===== src/rtl/pcie_rst_pkg.sv =====
// Shared types and default timing constants for the PCIe reset sequencer.
// Optional watchdog build switch: PCIE_RST_TIMEOUT_EN.
package pcie_rst_pkg;

    typedef enum logic [2:0] {
        ST_RESET    = 3'd0,
        ST_PLL_WAIT = 3'd1,
        ST_PHY_WAIT = 3'd2,
        ST_STAGGER  = 3'd3,
        ST_DONE     = 3'd4,
        ST_ERROR    = 3'd5
    } rst_seq_state_e;

    localparam int ASSERT_CYCLES_DEF  = 16;
    localparam int STAGGER_CYCLES_DEF = 8;
    localparam int LOCK_TIMEOUT_DEF   = 1024;

endpackage


===== src/rtl/rst_seq_counter.sv =====
// Loadable, clearable up-counter that saturates at i_term.
// o_tc is high while the count sits at the terminal value.
module rst_seq_counter #(
    parameter int W = 4
) (
    input  logic         i_clk,
    input  logic         i_rst,
    input  logic         i_clr,
    input  logic         i_en,
    input  logic         i_load,
    input  logic [W-1:0] i_load_val,
    input  logic [W-1:0] i_term,
    output logic [W-1:0] o_cnt,
    output logic         o_tc
);

    logic [W-1:0] r_cnt;

    always_ff @(posedge i_clk) begin
        if (i_rst || i_clr) begin
            r_cnt <= '0;
        end else if (i_load) begin
            r_cnt <= (i_load_val > i_term) ? i_term : i_load_val;
        end else if (i_en && (r_cnt < i_term)) begin
            r_cnt <= r_cnt + 1'b1;
        end
    end

    assign o_cnt = r_cnt;
    assign o_tc  = (r_cnt >= i_term);

endmodule


===== src/rtl/pcie_rst_sequencer.sv =====
// PCIe PHY bring-up reset sequencer: hold, PLL lock, PHY ready, staggered release.
// Define PCIE_RST_TIMEOUT_EN to add the PLL/PHY wait watchdog and ERROR state.
module pcie_rst_sequencer
    import pcie_rst_pkg::*;
#(
    parameter int NUM_DOMAINS    = 3,
    parameter int ASSERT_CYCLES  = ASSERT_CYCLES_DEF,
    parameter int STAGGER_CYCLES = STAGGER_CYCLES_DEF,
    parameter int LOCK_TIMEOUT   = LOCK_TIMEOUT_DEF
) (
    input  logic                   clk_i,
    input  logic                   rst_i,
    input  logic                   pll_lock_i,
    input  logic                   phy_ready_i,
    input  logic                   soft_rst_req_i,
    output logic                   pll_rst_o,
    output logic [NUM_DOMAINS-1:0] dom_rst_o,
    output logic                   seq_done_o,
    output logic                   seq_err_o,
    output logic [2:0]             state_o
);

    localparam int HOLD_MAX = (ASSERT_CYCLES > STAGGER_CYCLES) ?
                              ASSERT_CYCLES : STAGGER_CYCLES;
    localparam int CW = $clog2(HOLD_MAX) + 1;
    localparam int IW = $clog2(NUM_DOMAINS) + 1;

    localparam logic [CW-1:0] HOLD_TERM = CW'(ASSERT_CYCLES - 1);
    localparam logic [CW-1:0] STAG_TERM = CW'(STAGGER_CYCLES - 1);
    localparam logic [IW-1:0] LAST_IDX  = IW'(NUM_DOMAINS - 1);

    rst_seq_state_e         r_state;
    logic                   r_pll_rst;
    logic [NUM_DOMAINS-1:0] r_dom_rst;
    logic                   r_seq_done;
    logic                   r_seq_err;
    logic                   r_lock_seen;
    logic [IW-1:0]          r_idx;

    logic          w_lock_loss;
    logic          w_restart;
    logic          w_pll_go;
    logic          w_phy_go;
    logic          w_cnt_en;
    logic          w_cnt_clr;
    logic          w_cnt_tc;
    logic [CW-1:0] w_cnt_term;
    logic [CW-1:0] w_hold_cnt_unused;
    logic          w_wd_tc;

    assign w_lock_loss = !pll_lock_i &&
                         ((r_state == ST_PHY_WAIT) ||
                          (r_state == ST_STAGGER)  ||
                          (r_state == ST_DONE));
    assign w_restart   = soft_rst_req_i || w_lock_loss;
    assign w_pll_go    = (r_state == ST_PLL_WAIT) && pll_lock_i && r_lock_seen;
    assign w_phy_go    = (r_state == ST_PHY_WAIT) && phy_ready_i;

    // One counter serves both the initial hold and each stagger gap
    assign w_cnt_en   = (r_state == ST_RESET) || (r_state == ST_STAGGER);
    assign w_cnt_term = (r_state == ST_RESET) ? HOLD_TERM : STAG_TERM;
    assign w_cnt_clr  = w_restart || !w_cnt_en || w_cnt_tc;

    rst_seq_counter #(.W(CW)) u_hold_cnt (
        .i_clk      (clk_i),
        .i_rst      (rst_i),
        .i_clr      (w_cnt_clr),
        .i_en       (w_cnt_en),
        .i_load     (1'b0),
        .i_load_val ('0),
        .i_term     (w_cnt_term),
        .o_cnt      (w_hold_cnt_unused),
        .o_tc       (w_cnt_tc)
    );

`ifdef PCIE_RST_TIMEOUT_EN
    localparam int WW = $clog2(LOCK_TIMEOUT) + 1;
    localparam logic [WW-1:0] WD_TERM = WW'(LOCK_TIMEOUT - 1);

    logic          w_wd_en;
    logic          w_wd_clr;
    logic [WW-1:0] w_wd_cnt_unused;

    assign w_wd_en  = (r_state == ST_PLL_WAIT) || (r_state == ST_PHY_WAIT);
    assign w_wd_clr = w_restart || !w_wd_en || w_pll_go ||
                      w_phy_go || w_wd_tc;

    rst_seq_counter #(.W(WW)) u_wd_cnt (
        .i_clk      (clk_i),
        .i_rst      (rst_i),
        .i_clr      (w_wd_clr),
        .i_en       (w_wd_en),
        .i_load     (1'b0),
        .i_load_val ('0),
        .i_term     (WD_TERM),
        .o_cnt      (w_wd_cnt_unused),
        .o_tc       (w_wd_tc)
    );
`else
    logic w_lock_timeout_unused;

    assign w_wd_tc               = 1'b0;
    assign w_lock_timeout_unused = ^LOCK_TIMEOUT;
`endif

    // rst_i, soft request and lock loss all land in the same clean RESET
    always_ff @(posedge clk_i) begin
        if (rst_i || w_restart) begin
            r_state     <= ST_RESET;
            r_pll_rst   <= 1'b1;
            r_dom_rst   <= '1;
            r_seq_done  <= 1'b0;
            r_seq_err   <= 1'b0;
            r_lock_seen <= 1'b0;
            r_idx       <= '0;
        end else begin
            unique case (r_state)
                ST_RESET: begin
                    if (w_cnt_tc) begin
                        r_state   <= ST_PLL_WAIT;
                        r_pll_rst <= 1'b0;
                    end
                end
                ST_PLL_WAIT: begin
                    if (w_wd_tc) begin
                        r_state   <= ST_ERROR;
                        r_seq_err <= 1'b1;
                        r_pll_rst <= 1'b1;
                        r_dom_rst <= '1;
                    end else if (w_pll_go) begin
                        r_state      <= ST_PHY_WAIT;
                        r_dom_rst[0] <= 1'b0;
                    end else begin
                        r_lock_seen <= pll_lock_i;
                    end
                end
                ST_PHY_WAIT: begin
                    if (w_wd_tc) begin
                        r_state   <= ST_ERROR;
                        r_seq_err <= 1'b1;
                        r_pll_rst <= 1'b1;
                        r_dom_rst <= '1;
                    end else if (w_phy_go) begin
                        if (NUM_DOMAINS == 1) begin
                            r_state    <= ST_DONE;
                            r_seq_done <= 1'b1;
                        end else begin
                            r_state <= ST_STAGGER;
                            r_idx   <= IW'(1);
                        end
                    end
                end
                ST_STAGGER: begin
                    if (w_cnt_tc) begin
                        for (int i = 1; i < NUM_DOMAINS; i++) begin
                            if (r_idx == IW'(i)) r_dom_rst[i] <= 1'b0;
                        end
                        if (r_idx == LAST_IDX) begin
                            r_state    <= ST_DONE;
                            r_seq_done <= 1'b1;
                        end else begin
                            r_idx <= r_idx + 1'b1;
                        end
                    end
                end
                ST_DONE, ST_ERROR: begin
                end
                default: begin
                    r_state <= ST_RESET;
                end
            endcase
        end
    end

    assign pll_rst_o  = r_pll_rst;
    assign dom_rst_o  = r_dom_rst;
    assign seq_done_o = r_seq_done;
    assign seq_err_o  = r_seq_err;
    assign state_o    = r_state;

endmodule


===== config.mk =====
export PLATFORM = sky130hd
export DESIGN_NAME = pcie_rst_sequencer
export DESIGN_NICKNAME = d
export VERILOG_FILES = /design/src/rtl/pcie_rst_pkg.sv /design/src/rtl/rst_seq_counter.sv /design/src/rtl/pcie_rst_sequencer.sv
export SDC_FILE = /design/constraint.sdc
export NUM_CORES = 1
export LEC_CHECK = 0
export CORE_MARGIN = 2
export CORE_UTILIZATION = 35
export DETAILED_ROUTE_END_ITERATION = 10
export RECOVER_POWER = 50
export SLEW_MARGIN = 20
export SYNTH_ARGS = -nofsm -noshare
export SYNTH_HDL_FRONTEND = slang
export SYNTH_SLANG_ARGS = --single-unit
export TNS_END_PERCENT = 30

===== constraint.sdc =====
create_clock -name clk_i -period 6.3 [get_ports clk_i]
set_clock_uncertainty 0.1 [all_clocks]
set_input_delay 1.26 -clock clk_i [delete_from_list [all_inputs] [get_ports clk_i]]
set_output_delay 1.26 -clock clk_i [all_outputs]
set_load 0.005 [all_outputs]

* After elaboration in Yosys (flattened, before gate mapping)
Cells that the tools add are included.
** Operators by class
- Eq/ne operators :: 13
- Add/sub/neg operators :: 2
- $lt $le $gt $ge :: 2
- Muxes and demuxes :: 11
- Reductions and logical operators :: 25
- Bitwise operators :: 2
** Operators by type and width (number)
- 3-bit two-way mux :: 8
- 3-bit case mux with 5 select lines :: 1
- 2-bit != test (second input constant) :: 5
- 3-bit by 2-bit == test with 1-bit output (second input constant) :: 3
- 1-bit logical OR :: 8
- 3-bit by 1-bit == test with 1-bit output (second input constant) :: 2
- 3-bit == test (second input constant) :: 2
- 3-bit case mux with 2 select lines :: 1
- 2-bit AND reduction :: 3
- 3-bit AND reduction :: 2
- 6-bit AND reduction :: 1
- 5-bit by 1-bit adder with 5-bit output (second input constant) :: 1
- 5-bit by 4-bit greater-or-equal comparator with 1-bit output :: 1
- 1-bit logical AND :: 5
- 5-bit by 4-bit < comparator with 1-bit output :: 1
- 4-bit two-way mux :: 1
- 4-bit AND reduction :: 1
- 3-bit by 1-bit adder with 3-bit output (second input constant) :: 1
- 3-bit logical NOT :: 1
- 1-bit logical NOT :: 2
- 2-bit by 1-bit != test with 1-bit output (second input constant) :: 1
- 1-bit NOT :: 2
- 2-bit nonzero test :: 1
- 2-bit OR reduction :: 1
** Storage, ports and cells
- Register bits after elaboration :: 17

* Longest topological paths before layout
Gate-level depths: netlist (run 1).
- Word-level depth :: 8
- Depth in mapped cells :: 9
- Gate-level depth less buffers :: 7

* Cells and area by module
From an unflattened synthesis (run 1), not the netlist that was laid out.
** Second synthesis, totals
- Cell total of the unflattened synthesis :: 172
- Area, all modules :: 1386.3 um^2
** Modules (own cells, without submodules)
- pcie_rst_sequencer :: area each 735.7 um^2, cells each 91, times used 1
- rst_seq_counter :: area each 650.6 um^2, cells each 81, times used 1

* Worst setup path after synthesis (run 1)
OpenSTA, ideal clock, no wires.
- Kind :: input to register
- Start point :: input port phy_ready_i
- End point :: register r_state[2], in the netlist state_o[2]
- Library setup time :: 0.116 ns
- Data required time :: 6.084 ns
- Path buffers :: 0
- Arrival time :: 2.154 ns
- Setup slack :: 3.930 ns
- Stages on the path :: 4
- Cell sequence :: or4b_1 -> o221ai_2 -> a211oi_4 -> o211a_1
** Between the ends
- Word-level cells in the longest chain between the ends :: 3
** RTL lines
- start, declared :: RTL line pcie_rst_sequencer.sv:14 : input logic phy_ready_i,
- 1-bit logical AND :: RTL line pcie_rst_sequencer.sv:57 : assign w_phy_go = (r_state == ST_PHY_WAIT) && phy_ready_i;
- 2-bit != test (no source line)
- 6-bit AND reduction (no source line)
- end signal, assigned :: RTL line pcie_rst_sequencer.sv:109 : r_state <= ST_RESET;
- end signal, assigned :: RTL line pcie_rst_sequencer.sv:120 : r_state <= ST_PLL_WAIT;
- end signal, assigned :: RTL line pcie_rst_sequencer.sv:126 : r_state <= ST_ERROR;
- end, declared :: RTL line pcie_rst_sequencer.sv:32 : rst_seq_state_e r_state;
No other way between the ends.
A chain may end at the register's enable or synchronous reset.

* Worst setup path in the final report (run 1)
- Start point :: input port pll_lock_i
- End point :: register r_dom_rst[2], in the netlist dom_rst_o[2]
** Between the ends
- Word-level cells in the longest chain between the ends :: 4
** RTL lines
- start, declared :: RTL line pcie_rst_sequencer.sv:13 : input logic pll_lock_i,
- 1-bit logical NOT :: RTL line pcie_rst_sequencer.sv:51 : assign w_lock_loss = !pll_lock_i &&
- 1-bit logical AND :: RTL line pcie_rst_sequencer.sv:51
- 1-bit logical OR :: RTL line pcie_rst_sequencer.sv:55 : assign w_restart = soft_rst_req_i || w_lock_loss;
- 1-bit logical OR :: RTL line pcie_rst_sequencer.sv:108 : if (rst_i || w_restart) begin
- end signal, assigned :: RTL line pcie_rst_sequencer.sv:111 : r_dom_rst <= '1;
- end signal, assigned :: RTL line pcie_rst_sequencer.sv:129 : r_dom_rst <= '1;
- end signal, assigned :: RTL line pcie_rst_sequencer.sv:142 : r_dom_rst <= '1;
- end, declared :: RTL line pcie_rst_sequencer.sv:34 : logic [NUM_DOMAINS-1:0] r_dom_rst;
No other way between the ends.

==> impl_metrics.tcl, run 1 <==
set metrics [dict create \
    numPlacedInstances 145 \
    insertion_delay_ns 0.29 \
    tritoncts "yes" \
    ctsHoldBuffers 0 \
    reg2reg_slack_ns 3.62 \
    critical_path.endpoint_type "flip-flop" \
    synth-compound-area-share_pct 25.13 \
    peakVddDrop_uv 104.0 \
    wl_per_cell_um 13.83 \
    met2_length_mm 1.013 \
    fin_hold_ws_ns 0.3644 \
    syn2layout_area_growth_pct 13.02 \
    final_nets 129 \
    root_buffer "clkbuf_4" \
    drc 0 \
    cts_buffers 3 \
    gp_congestion 0.8255 \
    via_per_inst 5.369 \
    endpoint "dom_rst_o[2]$_SDFFE_PP1P_" \
    leakagePower_uw 0.0004408 \
    postCtsResizedCells 0 \
    cpPeakStageDelay_ns 0.67 \
    syn_inst 106 \
    coreArea_um2 2686 \
    drtAntennaViolNets 0 \
    met3_length_um 52 \
    powerDensity_nw_per_um2 160.8 \
    cp_num_buf_inv 1 \
    io_buffers 12 \
    synth.largest_area_cell "dfxtp_1" \
    worst_ep_arrival_time_ns 3.07 \
    die_w_um 56.67 \
    n_antenna_cell 0 \
    hold_viol 0 \
    relSlewSlack_pct 48.27 \
    die_h_um 56.67 \
    syn_area_um2 970.9 \
    crit_chain "dlygate4sd3_1, and2_0, o221ai_1, a2111oi_0, o21ai_0" \
    rr_worst_depth 7 \
    htreeDepth 1 \
    syn_nets 116 \
    path_depth 5 \
    post_synth_num_cell_types 45 \
    synth_top_family_by_area "compound AO/OA/AOI/OAI gates" \
    initial_core_util_pct 36.14 \
    initialDrtViolationCount 27 \
    clock_sink_count 17 \
    cts_setup_buffers 0 \
    top_layer_used "met4" \
    grt_remaining_overflow 0 \
    grt_pass1_wl_mm 3.650 \
    synth_top_area_share_pct 35.05 \
    grt_usage_pct 14.58 \
    yosys_warnings 0 \
    fmax_mhz 331.6 \
    slew_violations 0 \
    worstPathMaxFanout 4 \
    clkTransAtPathRegs_ns 0.11 \
    grt_antenna_before_repair 0 \
    yosysSeqAreaShare_pct 35.05 \
    min_period_over_period_pct 47.87 \
    r2r_end "dom_rst_o[2]$_SDFFE_PP1P_" \
    timing.final.crit_period_ns 3.016 \
    drive_gt1_share_pct 9.322 \
    routed_wl_mm 2.061 \
    worst_pin_slew_ns 0.7564 \
    wl_met1_um 967 \
    netlist_top_cells_area "dfxtp_1, ha_1, inv_1, nor2_1, nand3_1" \
    cpLargestDelayFamily "compound AO/OA/AOI/OAI gates" \
    reg2reg_from "state_o[0]$_SDFFE_PP0P_" \
    dr_total_vias 800 \
    stdcell_count 149 \
    grt_pass1_vias 849 \
    muxShareOfSynthArea_pct 1.031 \
    hp-class "flip-flop to flip-flop" \
    dr.pass1.iters 4 \
    worstSetupPathType "input port to flip-flop" \
    worst_path_max_delay_cell "a2111oi_0" \
    synth_xor_xnor_area_share_pct 0.9021 \
    synthAdderAreaFrac_pct 6.443 \
    status "complete, no violations" \
    rows 19 \
    crit_start "pll_lock_i" \
    rsz0062_at_grt "false" \
    ys_seq_elements 17 \
    yosys.area_share.simple_pct 24.10 \
    synth_area_per_cell_um2 9.160 \
    grt_max_degree 13 \
    crit_required_ns 6.35 \
    clockBufferDepth 2 \
    crit_path_start_kind "input port" \
    setup_tns_ns 0 \
    io_pins 14 \
    design.die.area_um2 3211 \
    dp_hpwl_mm 1.565 \
    maxCapViolCount 0 \
    finalSetupViolations 0 \
]
==> routing by layer <==
layer / vias to the layer above / track usage [%]
li1: 408 / -
met1: 371 / 18.03
met2: 17 / 24.75
met3: 4 / 2.074
met4: 0 / 6.803
met5: - / 0
==> how the worst min path moves through the flow <==
stage | depth (start not counted) | start | endpoint | slack, ns
after floorplan | 1 | u_hold_cnt.o_cnt[0]$_SDFFE_PP0P_ | u_hold_cnt.o_cnt[0]$_SDFFE_PP0P_ | 0.34
after global placement | 1 | dom_rst_o[1]$_SDFFE_PP1P_ | dom_rst_o[1]$_SDFFE_PP1P_ | 0.34
after detailed placement | 1 | dom_rst_o[1]$_SDFFE_PP1P_ | dom_rst_o[1]$_SDFFE_PP1P_ | 0.34
after CTS | 1 | dom_rst_o[1]$_SDFFE_PP1P_ | dom_rst_o[1]$_SDFFE_PP1P_ | 0.37
after global routing | 1 | seq_done_o$_SDFFE_PP0P_ | seq_done_o$_SDFFE_PP0P_ | 0.41
final | 1 | dom_rst_o[1]$_SDFFE_PP1P_ | dom_rst_o[1]$_SDFFE_PP1P_ | 0.36
==> synthesized netlist by cell type (all sizes together) <==
cell type / n
a2111oi: 2
a211o: 1
a211oi: 2
a21o: 2
a21oi: 5
a311o: 1
a311oi: 1
a31oi: 1
a41oi: 1
and2: 2
and3: 1
and4: 1
buf: 4
conb: 1
dfxtp: 17
ha: 5
inv: 9
mux2i: 1
nand2: 4
nand2b: 2
nand3: 7
nand3b: 1
nand4: 4
nand4b: 1
nor2: 9
nor2b: 2
nor3: 1
nor3b: 1
o211a: 1
o211ai: 1
o21a: 1
o21ai: 6
o21bai: 1
o221ai: 1
o31ai: 1
or3: 3
or4b: 1
xnor2: 1
==> metrics by stage <==
stage          total power (uW)  area (um2)  utilization (%)  worst slack [ns]
2_1_floorplan             114.8       970.9                -             3.930
3_3_place_gp              117.9        1096            40.80             3.477
3_5_place_dp              118.2        1096            40.80             3.367
4_1_cts                   177.8        1122            41.78             3.505
5_1_grt                   185.3        1097            40.85             3.262
6_report                  176.5        1097            40.85             3.284
==> layout by cell type, fill, tap and decap left out, types with 4 or more instances in the layout <==
cell type	instances
dfxtp_1	17
clkdlybuf4s50_1	11
inv_1	9
nor2_1	9
nand3_1	6
o21ai_0	5
a21oi_1	5
ha_1	5
nand2_1	4
==> flip-flops by register name, indices dropped and copies added (netlist names) <==
register	count
u_hold_cnt.o_cnt	5
dom_rst_o	3
r_idx	3
state_o	3
pll_rst_o	1
r_lock_seen	1
seq_done_o	1
==> area by class of cell <==
type / count / area (um2)
Clock buffer: 4 / 26.28
Fill cell: 266 / 1589
Inverter: 9 / 33.78
Multi-Input combinational cell: 76 / 538.0
Sequential cell: 17 / 340.3
Tap cell: 31 / 38.79
Timing Repair Buffer: 12 / 120.1
==> cells by family after synthesis <==
group / after synthesis
simple gates: 40
compound gates: 28
flops: 17
buf+inv: 13
fa+ha+maj: 5
other cells: 1
xor+xnor: 1
mux: 1
==> where the power goes <==
part           internal (uW)  switching, uW
clock network           24.6           36.3
logic                   3.28           3.50
registers                108          0.695
total                    136           40.5
No activity file was read; power rests on OpenSTA's default activity.
==> inputs of run 2 (changes only) <==
clock period = 2.9 ns   (was 6.3 ns; I/O delays follow)
==> run 2 against run 1 <==
Final area increased by 1.7%. Clock-buffer cell count decreased by 1. Critical path type is now flip-flop to flip-flop. Non-clock buffer count unchanged. Wire length decreased by 4.1%. Power is 120% higher. Die area stayed put. Final cell count is the same. First-iteration DRC count decreased by 15%. Hold slack worse by 0.0056 ns. Core utilization up 0.70 points.
==> impl_metrics.tcl, run 2 (synthesis gave the netlist of run 1 again) <==
set metrics [dict create \
    status "complete, no violations" \
    final_cell_mix "dfxtp_1, inv_1, nor2_1" \
    worstPathMaxFanout 11 \
    seq_area_um2 340.3 \
    grt_antenna_before_repair 0 \
    whs_endpoint "dom_rst_o[1]$_SDFFE_PP1P_" \
    cts_setup_buffers 0 \
    grt_pass1_vias 768 \
    gp_congestion 0.8645 \
    clock_sink_count 17 \
    via_per_inst 5.530 \
    drive_gt1_share_pct 10.17 \
    grt_remaining_overflow 0 \
    cpLargestDelayFamily "simple AND/OR/NAND/NOR gates" \
    utilization_pct 41.55 \
    die_h_um 56.67 \
    hold_viol 0 \
    reg2reg_slack_ns 0.51 \
    n_antenna_cell 0 \
    clockBufferDepth 2 \
    worstSetupPathType "flip-flop to flip-flop" \
    final_nets 129 \
    tritoncts "yes" \
    slew_violations 0 \
    min_period_over_period_pct 82.29 \
    design.die.area_um2 3211 \
    mostFrequentLayoutCell "dfxtp_1" \
    drtAntennaViolNets 0 \
    hp-class "flip-flop to flip-flop" \
    ctsHoldBuffers 0 \
    io_pins 14 \
    maxCapViolCount 0 \
    initialDrtViolationCount 23 \
    cpPeakStageDelay_ns 0.53 \
    leakagePower_uw 0.0004437 \
    setup_tns_ns 0 \
    largest_reg_flops 5 \
    postCtsResizedCells 0 \
    initial_core_util_pct 36.14 \
    fmax_mhz 419.0 \
    finalSetupViolations 0 \
    p_clk_share_pct 34.6 \
    p_switching_uw 90.50 \
    grt_max_degree 13 \
    nFillCells 277 \
    reg2reg_from "state_o[0]$_SDFFE_PP0P_" \
    rows 19 \
    coreArea_um2 2686 \
    seqPwrFrac_pct 61.5 \
    hold_path_depth 1 \
    timing.final.crit_period_ns 2.386 \
    multi_input_area_um2 555.5 \
    dp_hpwl_mm 1.502 \
    insertion_delay_ns 0.29 \
    io_buffers 12 \
    rsz0062_at_grt "false" \
    dr_total_vias 824 \
    r2r_end "r_idx[0]$_SDFFE_PP0P_" \
    grt_pass1_wl_mm 3.505 \
    swShare_pct 23.57 \
    cts_buffers 3 \
    cp_num_buf_inv 0 \
    wl_per_cell_um 13.26 \
    rr_worst_depth 7 \
    worst_ep_arrival_time_ns 2.50 \
    htreeDepth 1 \
    routed_wl_mm 1.976 \
    p_int_uw 293.5 \
    crit_path_start_kind "flip-flop" \
    drc 0 \
    hold_path_startpoint "dom_rst_o[1]$_SDFFE_PP1P_" \
    powerDensity_nw_per_um2 344.0 \
    root_buffer "clkbuf_4" \
    power_frac_comb_pct 3.9 \
    syn2layout_area_growth_pct 14.95 \
    peakVddDrop_uv 214.2 \
    crit_required_ns 3.02 \
    dr.pass1.iters 4 \
    die_w_um 56.67 \
    crit_chain "nor2_1, nand2_1, ha_1, nand3_1, a311oi_2, nor3_1, a211oi_1" \
    critical_path.endpoint_type "flip-flop" \
    grt_usage_pct 13.94 \
    worst_path_max_delay_cell "a311oi_2" \
    clkTransAtPathRegs_ns 0.11 \
]
run 2: worst max-delay path by stage:
stage,start,endpoint,slack [ns],depth (start not counted)
2_1_floorplan,state_o[0]$_SDFFE_PP0P_,pll_rst_o$_SDFFE_PP1P_,0.77,9
3_3_place_gp,pll_lock_i,pll_rst_o$_SDFFE_PP1P_,0.69,5
3_5_place_dp,pll_lock_i,pll_rst_o$_SDFFE_PP1P_,0.67,5
4_1_cts,state_o[0]$_SDFFE_PP0P_,r_idx[0]$_SDFFE_PP0P_,0.68,7
5_1_grt,state_o[2]$_SDFFE_PP0P_,pll_rst_o$_SDFFE_PP1P_,0.27,7
6_report,state_o[0]$_SDFFE_PP0P_,r_idx[0]$_SDFFE_PP0P_,0.51,7
run 2: cell type report:
class                   count  area share [%]
inverters                   9           3.027
repair buffers             12           10.76
well taps                  31           3.475
clock inverters             1          0.4484
flip-flops and latches     17           30.49
clock buffers               3           2.018
multi-input cells          76           49.78
run 2: stage by stage:
step                      setup WS [ns]  instances  cell area [um2]  total power (uW)  hold WS [ns]
after global routing             0.2702        149             1116             408.1        0.3994
after CTS                        0.6817        149             1124             391.7        0.3704
after floorplan                  0.7686        106            970.9             249.3        0.3399
final                            0.5136        149             1116             384.0        0.3588
after detailed placement         0.6656        145             1096             256.5        0.3440
after global placement           0.6940        145             1096             256.8        0.3364
run 2: worst register-to-register path, stage by stage, from the launching register on:
cell,delay (ns)
dfxtp_1,0.42
nor2_1,0.18
nand2_1,0.10
ha_1,0.33
nand3_1,0.36
a311oi_2,0.53
nor3_1,0.10
a211oi_1,0.20
run 2: power by group through the flow:
| stage | combinational, uW | sequential (uW) | clock (uW) |
|---|---|---|---|
| finish | 14.9 | 236 | 133 |
| global route | 16.9 | 237 | 154 |
| CTS | 14.9 | 236 | 140 |
| detailed placement | 14.9 | 242 | 0 |
| global placement | 15.1 | 242 | 0 |
| floorplan | 7.93 | 241 | 0 |
run 2: layer usage:
metal | track usage (%) | wire length [um] | vias to the layer above | share of wire [%]
li1 | - | - | 411 | -
met1 | 18.54 | 885 | 386 | 45
met2 | 22.09 | 955 | 23 | 48
met3 | 2.304 | 95 | 4 | 4.8
met4 | 6.122 | 40 | 0 | 2.0
met5 | 0 | 0 | - | 0
==> patch, RTL diff (flow settings as in run 2) <==
`STAGGER_CYCLES_DEF`: 8 -> 4.
--- a/src/rtl/pcie_rst_pkg.sv
+++ b/src/rtl/pcie_rst_pkg.sv
@@ -14,3 +14,3 @@
     localparam int ASSERT_CYCLES_DEF  = 16;
-    localparam int STAGGER_CYCLES_DEF = 8;
+    localparam int STAGGER_CYCLES_DEF = 4;
     localparam int LOCK_TIMEOUT_DEF   = 1024;
Function: same outputs for any inputs over 10 cycles, from zero or initial values; that may be too few to reach the edited logic, so the function may still have changed.
==> patch against run 2 <==
Sequential cell count unchanged; synthesized area down 1.0%; fmax down 3.9%; setup slack worse by 0.098 ns; critical path depth unchanged; final area down 1.2%; routed wire length down 0.40%; first-iteration DRC count up 4.3%; total power down 2.1%; via count up 3.6%.
==> patch: results (changes against run 2) <==
[metrics] sequential cell area fraction in the yosys report: 0.354 (was 0.351)
[metrics] fin cells: 155 (was 149)
[metrics] all-layer global routing usage: 0.137 (was 0.139)
[metrics] Hold EP: dom_rst_o[0] (was dom_rst_o[1])
[metrics] total length of routed wires: 1.97 mm (was 1.98 mm)
[metrics] switching power summed over all nets: 0.0000808 W (was 0.0000905 W)
[metrics] maximum number of pins on one net before global-route repair: 14 (was 13)
[metrics] vias per inst: 5.51 (was 5.53)
[metrics] endpoint arrival time on the critical path: 2.57 ns (was 2.50 ns)
[metrics] most used standard cells in the synthesized netlist: 17 x dfxtp_1, 12 x nor2_1, 10 x nand2_1 (was 17 x dfxtp_1, 9 x inv_1, 9 x nor2_1)
[metrics] global placement routability congestion: 0.844 (was 0.865)
[metrics] WHS Path Cells: 2 (was 1)
[metrics] clock transition time at the flip-flop clock pins of the worst setup and hold paths: 0.09 ns (was 0.11 ns)
[metrics] placed wire-length estimate after detailed placement: 1.51 mm (was 1.50 mm)
[metrics] number of distinct library cell variants in the gate-level netlist after synthesis: 43 (was 45)
[metrics] top cells by area in the synthesized netlist: dfxtp_1 35%, ha_1 7.8%, nor2_1 4.7%, o21ai_0 4.2%, nand2_1 3.9% (was dfxtp_1 35%, ha_1 6.4%, inv_1 3.5%, nor2_1 3.5%, nand3_1 3.1%)
[metrics] share of cells above drive strength 1: 0.0480 (was 0.102)
[metrics] final net count: 137 (was 129)
[metrics] reg2reg setup slack: 0.42 ns (was 0.51 ns)
[metrics] worst-path fanout max: 13 (was 11)
[metrics] instance area after placement: 0.00108 sq mm (was 0.00110 sq mm)
[metrics] number of instances in the placed design: 151 (was 145)
[metrics] result of the run: finished clean (unchanged)
[metrics] wire length of the first global-routing pass: 3.46 mm (was 3.51 mm)
[metrics] number of global-route vias before repair: 763 (was 768)
[metrics] Static Leakage: 0.399 nW (was 0.444 nW)
[metrics] drt initial violations: 24 (was 23)
[metrics] endpoint of the most critical register-to-register path: state_o[2] (was r_idx[0])
[metrics] maximum ir drop on the vdd rail: 0.188 mV (was 0.214 mV)
==> patch: cell count changes in the layout (fill, tap and decap cells not counted), sizes merged, moves of 2 or more <==
cell	change
a2111oi	-2
inv	-3
or3	-2
o21ai	+2
o22ai	+2
nor2	+3
nand3	-3
clkbuf	+2
nand2	+6
==> patch: kinds of logic (layout without fill, tap and decap cells) <==
| family | Yosys count | in the layout | synth area share |
|---|---|---|---|
| fa+ha+maj | 6 | 6 | 0.0781 |
| compound gates | 32 | 32 | 0.233 |
| mux | 1 | 1 | 0.0104 |
| other cells | 1 | 1 | 0.00390 |
| xor+xnor | 2 | 2 | 0.0182 |
| buf+inv | 11 | 23 | 0.0677 |
| flops | 17 | 17 | 0.354 |
| simple gates | 43 | 43 | 0.234 |
==> patch: metrics by stage <==
step / hold WS (ns) / worst slack [ns]
3_5_place_dp: 0.338 / 0.423
4_1_cts: 0.354 / 0.443
5_1_grt: 0.381 / 0.212
6_report: 0.342 / 0.416
2_1_floorplan: 0.339 / 0.763
3_3_place_gp: 0.343 / 0.461
==> patch: layout make-up <==
cell class                 count  area (sq um)
inverter                       6          22.5
clock buffer                   4          26.3
fill                         260          1440
tap                           30          37.5
sequential                    17           340
timing repair buffer          13           124
multi-input combinational     85           552
==> patch: worst max-delay path, cell delays in order (launching register included) <==
cell	delay [ns]
dfxtp_1	0.58
nor2_1	0.11
nand2_1	0.15
ha_1	0.30
a211oi_2	0.38
o31a_1	0.37
a211oi_1	0.18
a31o_1	0.22
==> patch: worst max-delay path by stage <==
stage,end,slack [ns],cells after the start
finish,state_o[2],0.42,7
global route,state_o[2],0.21,7
CTS,state_o[2],0.44,7
detailed placement,r_idx[1],0.42,5
global placement,r_idx[1],0.46,5
floorplan,u_hold_cnt.o_cnt[3],0.76,8
==> patch: power by group through the flow <==
stage | Clock [W] | Combinational (W) | Sequential, W
finish | 0.000123 | 0.0000166 | 0.000236
global route | 0.000140 | 0.0000188 | 0.000237
detailed placement | 0 | 0.0000170 | 0.000242
floorplan | 0 | 0.0000105 | 0.000241
CTS | 0.000132 | 0.0000170 | 0.000236
global placement | 0 | 0.0000164 | 0.000242
==> patch: routing by layer <==
metal	share of wire	track usage
met1	0.49	0.186
met2	0.44	0.208
met3	0.056	0.0346
met4	0.0076	0.0510
met5	0	0
